`config.mk`:
```
export PLATFORM = sky130hd
export DESIGN_NAME = gpio_serial_loader_flat
export DESIGN_NICKNAME = d
export VERILOG_FILES = /design/src/rtl/gpio_serial_loader_if.sv /design/src/rtl/gpio_serial_loader.sv /design/src/flat_wrapper.sv
export SDC_FILE = /design/constraint.sdc
export NUM_CORES = 1
export LEC_CHECK = 0
export ABC_AREA = 1
export CELL_PAD_IN_SITES_DETAIL_PLACEMENT = 1
export CELL_PAD_IN_SITES_GLOBAL_PLACEMENT = 1
export CORE_MARGIN = 2
export CORE_UTILIZATION = 50
export CTS_CLUSTER_SIZE = 25
export DETAILED_ROUTE_END_ITERATION = 7
export PLACE_DENSITY_LB_ADDON = 0.15
export SLEW_MARGIN = 10
export SYNTH_ARGS = -nofsm -noshare
export SYNTH_HDL_FRONTEND = slang
export SYNTH_SLANG_ARGS = --single-unit
```
`constraint.sdc`:
```
create_clock -name serial_clock -period 3.7 [get_ports serial_clock]
set_clock_uncertainty 0.05 [all_clocks]
set_input_delay 0.74 -clock serial_clock [delete_from_list [all_inputs] [get_ports serial_clock]]
set_output_delay 0.74 -clock serial_clock [all_outputs]
set_load 0.01 [all_outputs]
```
`src/rtl/gpio_serial_loader_if.sv`:
```
// Configuration bus, transfer handshake and serial chain outputs of gpio_serial_loader.
// The master side drives writes and start; the slave side is the loader itself.
interface gpio_serial_loader_if #(
   parameter int PAD_CTRL_BITS = 13
);
   logic                     cfg_we;
   logic [5:0]               cfg_addr;
   logic [PAD_CTRL_BITS-1:0] cfg_wdata;
   logic [PAD_CTRL_BITS-1:0] cfg_rdata;
   logic                     start;
   logic                     busy;
   logic                     done;
   logic                     wr_err;
   logic                     chain_clk_en;
   logic                     chain_data;
   logic                     chain_load;

   modport master (
      output cfg_we, cfg_addr, cfg_wdata, start,
      input  cfg_rdata, busy, done, wr_err, chain_clk_en, chain_data, chain_load
   );

   modport slave (
      input  cfg_we, cfg_addr, cfg_wdata, start,
      output cfg_rdata, busy, done, wr_err, chain_clk_en, chain_data, chain_load
   );
endinterface

```
`src/rtl/gpio_serial_loader.sv`:
```
// Holds one configuration word per GPIO and shifts all of them, MSB of the last word first,
// into a daisy chain of GPIO control blocks, followed by a 2-cycle load strobe.
module gpio_serial_loader #(
   parameter int                       NUM_GPIO      = 19,
   parameter int                       PAD_CTRL_BITS = 13,
   parameter logic [PAD_CTRL_BITS-1:0] DEFAULT_CFG   = 13'h0403
) (
   input logic                 serial_clock,
   input logic                 resetn,
   gpio_serial_loader_if.slave bus
);
   localparam int               TOTAL    = NUM_GPIO * PAD_CTRL_BITS;
   localparam int               IDX_W    = (TOTAL > 1) ? $clog2(TOTAL) : 1;
   localparam logic [IDX_W-1:0] LAST_IDX = IDX_W'(TOTAL - 1);

   typedef enum logic [1:0] {
      S_IDLE  = 2'd0,
      S_SHIFT = 2'd1,
      S_LOAD  = 2'd2
   } state_t;

   state_t                   r_state;
   logic [IDX_W-1:0]         r_bit_idx;
   logic                     r_load_cnt;
   logic                     r_busy;
   logic                     r_done;
   logic                     r_wr_err;
   logic                     r_chain_data;
   logic                     r_chain_clk_en;
   logic                     r_chain_load;
   logic [PAD_CTRL_BITS-1:0] r_cfg [NUM_GPIO];

   logic [TOTAL-1:0]         w_flat;
   logic [PAD_CTRL_BITS-1:0] w_rdata;
   logic                     w_addr_ok;
   logic                     w_wr_ok;

   assign w_addr_ok = (int'(bus.cfg_addr) < NUM_GPIO);
   assign w_wr_ok   = bus.cfg_we && (r_state == S_IDLE) && w_addr_ok;

   always_comb begin
      w_flat = '0;
      for (int g = 0; g < NUM_GPIO; g++) begin
         w_flat[g*PAD_CTRL_BITS +: PAD_CTRL_BITS] = r_cfg[g];
      end
   end

   // Out-of-range addresses match no entry and therefore read back as zero.
   always_comb begin
      w_rdata = '0;
      for (int g = 0; g < NUM_GPIO; g++) begin
         if (bus.cfg_addr == 6'(g)) begin
            w_rdata = r_cfg[g];
         end
      end
   end

   assign bus.cfg_rdata    = w_rdata;
   assign bus.busy         = r_busy;
   assign bus.done         = r_done;
   assign bus.wr_err       = r_wr_err;
   assign bus.chain_clk_en = r_chain_clk_en;
   assign bus.chain_data   = r_chain_data;
   assign bus.chain_load   = r_chain_load;

   always_ff @(posedge serial_clock or negedge resetn) begin
      if (!resetn) begin
         for (int g = 0; g < NUM_GPIO; g++) begin
            r_cfg[g] <= DEFAULT_CFG;
         end
      end else if (w_wr_ok) begin
         for (int g = 0; g < NUM_GPIO; g++) begin
            if (bus.cfg_addr == 6'(g)) begin
               r_cfg[g] <= bus.cfg_wdata;
            end
         end
      end
   end

   always_ff @(posedge serial_clock or negedge resetn) begin
      if (!resetn) begin
         r_state    <= S_IDLE;
         r_bit_idx  <= '0;
         r_load_cnt <= 1'b0;
         r_busy     <= 1'b0;
         r_done     <= 1'b0;
         r_wr_err   <= 1'b0;
      end else begin
         r_wr_err <= bus.cfg_we && !w_wr_ok;
         r_done   <= 1'b0;
         case (r_state)
            S_IDLE: begin
               if (bus.start) begin
                  r_state   <= S_SHIFT;
                  r_bit_idx <= LAST_IDX;
                  r_busy    <= 1'b1;
               end
            end
            S_SHIFT: begin
               if (r_bit_idx == '0) begin
                  r_state    <= S_LOAD;
                  r_load_cnt <= 1'b0;
               end else begin
                  r_bit_idx <= r_bit_idx - IDX_W'(1);
               end
            end
            S_LOAD: begin
               if (r_load_cnt) begin
                  r_state <= S_IDLE;
                  r_busy  <= 1'b0;
                  r_done  <= 1'b1;
               end else begin
                  r_load_cnt <= 1'b1;
               end
            end
            default: begin
               r_state <= S_IDLE;
               r_busy  <= 1'b0;
            end
         endcase
      end
   end

   // Chain outputs change on the falling edge so data and the gate enable are stable
   // half a cycle before every rising edge of the gated chain clock.
   always_ff @(negedge serial_clock or negedge resetn) begin
      if (!resetn) begin
         r_chain_data   <= 1'b0;
         r_chain_clk_en <= 1'b0;
         r_chain_load   <= 1'b0;
      end else begin
         r_chain_data   <= w_flat[r_bit_idx];
         r_chain_clk_en <= (r_state == S_SHIFT);
         r_chain_load   <= (r_state == S_LOAD);
      end
   end
endmodule
```
`src/flat_wrapper.sv`:
```
// flat-port wrapper written by rule: the top's interface ports become plain ports
module gpio_serial_loader_flat 
#(
   parameter int                       NUM_GPIO      = 19,
   parameter int                       PAD_CTRL_BITS = 13,
   parameter logic [PAD_CTRL_BITS-1:0] DEFAULT_CFG   = 13'h0403
)
  (serial_clock, resetn, bus_cfg_we, bus_cfg_addr, bus_cfg_wdata, bus_start, bus_cfg_rdata, bus_busy, bus_done, bus_wr_err, bus_chain_clk_en, bus_chain_data, bus_chain_load);
  gpio_serial_loader_if #(.PAD_CTRL_BITS(PAD_CTRL_BITS)) bus_i ();
  input logic serial_clock;
  input logic resetn;
  input wire logic [$bits(bus_i.cfg_we)-1:0] bus_cfg_we;
  input wire logic [$bits(bus_i.cfg_addr)-1:0] bus_cfg_addr;
  input wire logic [$bits(bus_i.cfg_wdata)-1:0] bus_cfg_wdata;
  input wire logic [$bits(bus_i.start)-1:0] bus_start;
  output wire logic [$bits(bus_i.cfg_rdata)-1:0] bus_cfg_rdata;
  output wire logic [$bits(bus_i.busy)-1:0] bus_busy;
  output wire logic [$bits(bus_i.done)-1:0] bus_done;
  output wire logic [$bits(bus_i.wr_err)-1:0] bus_wr_err;
  output wire logic [$bits(bus_i.chain_clk_en)-1:0] bus_chain_clk_en;
  output wire logic [$bits(bus_i.chain_data)-1:0] bus_chain_data;
  output wire logic [$bits(bus_i.chain_load)-1:0] bus_chain_load;
  assign bus_i.cfg_we = bus_cfg_we;
  assign bus_i.cfg_addr = bus_cfg_addr;
  assign bus_i.cfg_wdata = bus_cfg_wdata;
  assign bus_i.start = bus_start;
  assign bus_cfg_rdata = bus_i.cfg_rdata;
  assign bus_busy = bus_i.busy;
  assign bus_done = bus_i.done;
  assign bus_wr_err = bus_i.wr_err;
  assign bus_chain_clk_en = bus_i.chain_clk_en;
  assign bus_chain_data = bus_i.chain_data;
  assign bus_chain_load = bus_i.chain_load;
  gpio_serial_loader #(.NUM_GPIO(NUM_GPIO), .PAD_CTRL_BITS(PAD_CTRL_BITS), .DEFAULT_CFG(DEFAULT_CFG)) u_core (.serial_clock(serial_clock), .resetn(resetn), .bus(bus_i));
endmodule
```
==> out/qor.json <==
{
  "detail_route.wl_per_cell_microns": 26.8,
  "first_global_vias": 15900,
  "share_of_the_synthesized_netlist_area_taken_by_xor_and_xnor_gates_pct": 0,
  "startpoint_type": "flop",
  "floorplan.initialDensity_pct": 50.5,
  "design.die.area_sq_um": 29200,
  "clock_sink_count": 264,
  "mostFrequentLayoutCells": "494 x nand2_1, 355 x o21ai_0, 202 x dfrtp_1",
  "postSynthRegisterBits": 264,
  "setup_viol": 4,
  "failed_checks": "setup timing",
  "yosys.area_share.simple_pct": 25.9,
  "cts.reportedPaths.clkPinSlew_ns": 0.06,
  "die_height_microns": 171,
  "max-slew-margin-rel_pct": 25.8,
  "synth-compound-area-share_pct": 19.3,
  "fin_setup_tns_ns": -0.581,
  "area.growth.synth_to_final_pct": 28.5,
  "setup_slack_ns": -0.412,
  "yosysSeqAreaShare_pct": 48.0,
  "antenna-diode-count": 0,
  "worst_ir_drop_vdd_mv": 0.614,
  "netlist_instances": 1874,
  "largest_net_degree_at_the_start_of_global_routing": 76,
  "dr_wl_met2_microns": 29300,
  "rsz0062_at_grt": "true",
  "global_route.overflow_total": 0,
  "floorplan.io_pins": 42,
  "synth.avg_cell_area_sq_um": 7.42,
  "cts_hold_repair.buffers": 0,
  "largest_family_of_logic_cells_by_synthesized_area": "simple AND/OR/NAND/NOR gates",
  "detail_route.iter0.violations": 2008,
  "routed_via_density": 6.47,
  "drc": 0,
  "gp_routability_congestion": 0.976,
  "tightest_slew_ns": 1.11,
  "drt.antenna.violating_nets": 0,
  "rr_worst_depth": 10,
  "grt_usage_pct": 43.9,
  "ctsLongestPathBuffers": 3,
  "min-delay-path-class": "in2async",
  "portBuffers": 41,
  "cp-end-kind": "flop",
  "yosys-mux-area-fraction_pct": 0,
  "route.met3.wl_microns": 6930,
  "critical_register_to_register_path_startpoint": "u_core.r_bit_idx[0]",
  "wirelength_met1_microns": 24900,
  "status": "complete, but fails checks",
  "grt_first_pass_wirelength_microns": 96100,
  "worst_skew_pair.late_latency_ns": 0.58,
  "worst-path-max-fanout": 9,
  "post_synth_fa_ha_maj_area_fraction_pct": 0.180,
  "tritoncts": "yes",
  "timing_worst_setup_path_type": "reg2reg",
  "timing_hold_violations_final": 0,
  "synth_cell_type_count": 34,
  "synthesis.area_sq_um": 13900,
  "power.density_cell_area_nw_per_um2": 627,
  "clk_root_buffer_cell": "clkbuf_16",
  "vias": 15700,
  "p_leak_nw": 7.73,
  "crit_required_ns": 2.21,
  "rows": 61,
  "htree_levels": 1,
  "layout-drive-gt1-share_pct": 22.9,
  "final_nets": 2058,
  "timing.final.max_slew_violations": 0,
  "die-width_microns": 171,
  "data_arrival_time_of_the_critical_path_ns": 2.62,
  "place.detailed.hpwl_microns": 39400,
  "grt_antenna_before_repair": 1,
  "totalWireLength_microns": 65200,
  "place_area_sq_um": 15800,
  "routed.top_layer": "met5",
  "synth_warnings": 0,
  "number_of_clock_buffers_inserted_by_tritoncts": 30,
  "detail_route.first_pass.iterations": 6,
  "crit-reg2reg-capture": "u_core.bus.chain_data",
  "synth_nets": 1899,
  "core_region_area_sq_um": 27600,
  "final_design_area_no_fill_sq_um": 17900,
  "reg2reg_setup_slack_ns": -0.41,
  "mostFrequentLayoutCell": "nand2_1",
  "placement.setup.worst_slack_ns": -0.956,
  "maxCapViolations": 0
}
[final cells by class]
class | instances | area (sq um)
sequential | 264 | 6680
fill | 3292 | 9690
timing repair buffer | 249 | 2330
clock inverter | 11 | 258
multi-input combinational | 1376 | 6790
tap | 378 | 473
clock buffer | 45 | 888
inverter | 112 | 444
[metal layers]
layer	GRT usage, %	vias to the layer above
li1	-	6561
met1	58.7	7814
met2	68.9	1071
met3	8.47	298
met4	20.9	2
met5	0	-
[where the power goes]
part	switching, mW	internal, mW
clock network	1.28	2.20
registers	0.173	3.03
logic	2.81	1.71
total	4.26	6.94
[cell usage after synthesis, drive strengths merged]
| master | number | area share, % |
|---|---|---|
| clkinv | 3 | 0.081 |
| o21ai | 395 | 14 |
| a211oi | 1 | 0.054 |
| nor2 | 195 | 5.6 |
| dfrtn | 3 | 0.54 |
| buf | 27 | 0.97 |
| dfrtp | 204 | 37 |
| inv | 109 | 2.9 |
| nand3 | 71 | 2.6 |
| clkbuf | 95 | 2.6 |
| o21bai | 1 | 0.054 |
| nor4 | 1 | 0.045 |
| o31ai | 1 | 0.054 |
| o211ai | 20 | 1.1 |
| or2 | 14 | 0.63 |
| nand4 | 65 | 2.9 |
| a21oi | 52 | 1.9 |
| ha | 2 | 0.18 |
| a22oi | 1 | 0.054 |
| o221ai | 10 | 0.63 |
| nor3 | 1 | 0.12 |
| dfstp | 57 | 11 |
| a31oi | 2 | 0.090 |
| o22ai | 26 | 1.2 |
| nand2 | 518 | 14 |
[what timing repair did]
action                                  4_1_cts  5_1_grt
cloned                                        5        1
pin swaps                                    92       75
setup buffers                                21       14
endpoints found under the hold margin         0        0
gates resized for setup                     216       84
endpoints found under the setup margin       17       17
[worst max-delay path, cell delays in order (launching register included)]
cell      delay (ns)
dfrtp_4         0.55
buf_12          0.18
buf_8           0.13
nor2_1          0.21
o22ai_2         0.16
o211ai_1        0.22
nand4_1         0.14
nand3_1         0.13
o21ai_2         0.11
o21ai_2         0.13
nand2_1         0.07
[kinds of logic after synthesis]
group,Yosys count
compound gates,509
fa+ha+maj,2
buf+inv,234
flops,264
simple gates,865
[worst max-delay path by stage]
stage	from	end	slack [ns]	cells past startpoint
floorplan	u_core.r_bit_idx[0]	u_core.bus.chain_data	0.06	12
global placement	bus_cfg_addr[4]	bus_cfg_rdata[10]	-0.90	18
detailed placement	bus_cfg_addr[1]	bus_cfg_rdata[3]	-0.96	16
CTS	u_core.r_bit_idx[0]	u_core.bus.chain_data	-0.23	11
global route	u_core.r_bit_idx[0]	u_core.bus.chain_data	-0.42	10
finish	u_core.r_bit_idx[0]	u_core.bus.chain_data	-0.41	10
[stage by stage]
step,cells,hold slack (ns),utilization [%],power (mW)
final,2435,0.0367,64.8,11.2
after floorplan,1874,0.392,-,5.09
after CTS,2422,0.0511,63.6,10.8
after global routing,2435,0.0594,64.8,11.5
after global placement,2343,0.408,57.3,6.73
after detailed placement,2343,0.423,57.3,6.86
[registers in the layout, summed over array words and instances, names as in the netlist]
| name | count |
|---|---|
| u_core.r_cfg | 247 |
| u_core.r_bit_idx | 8 |
| u_core.r_state | 2 |
| u_core.bus.busy | 1 |
| u_core.bus.chain_clk_en | 1 |
| u_core.bus.chain_data | 1 |
| u_core.bus.chain_load | 1 |
| u_core.bus.done | 1 |
| u_core.bus.wr_err | 1 |
| u_core.r_load_cnt | 1 |
Power figures use the tool's default switching activity.
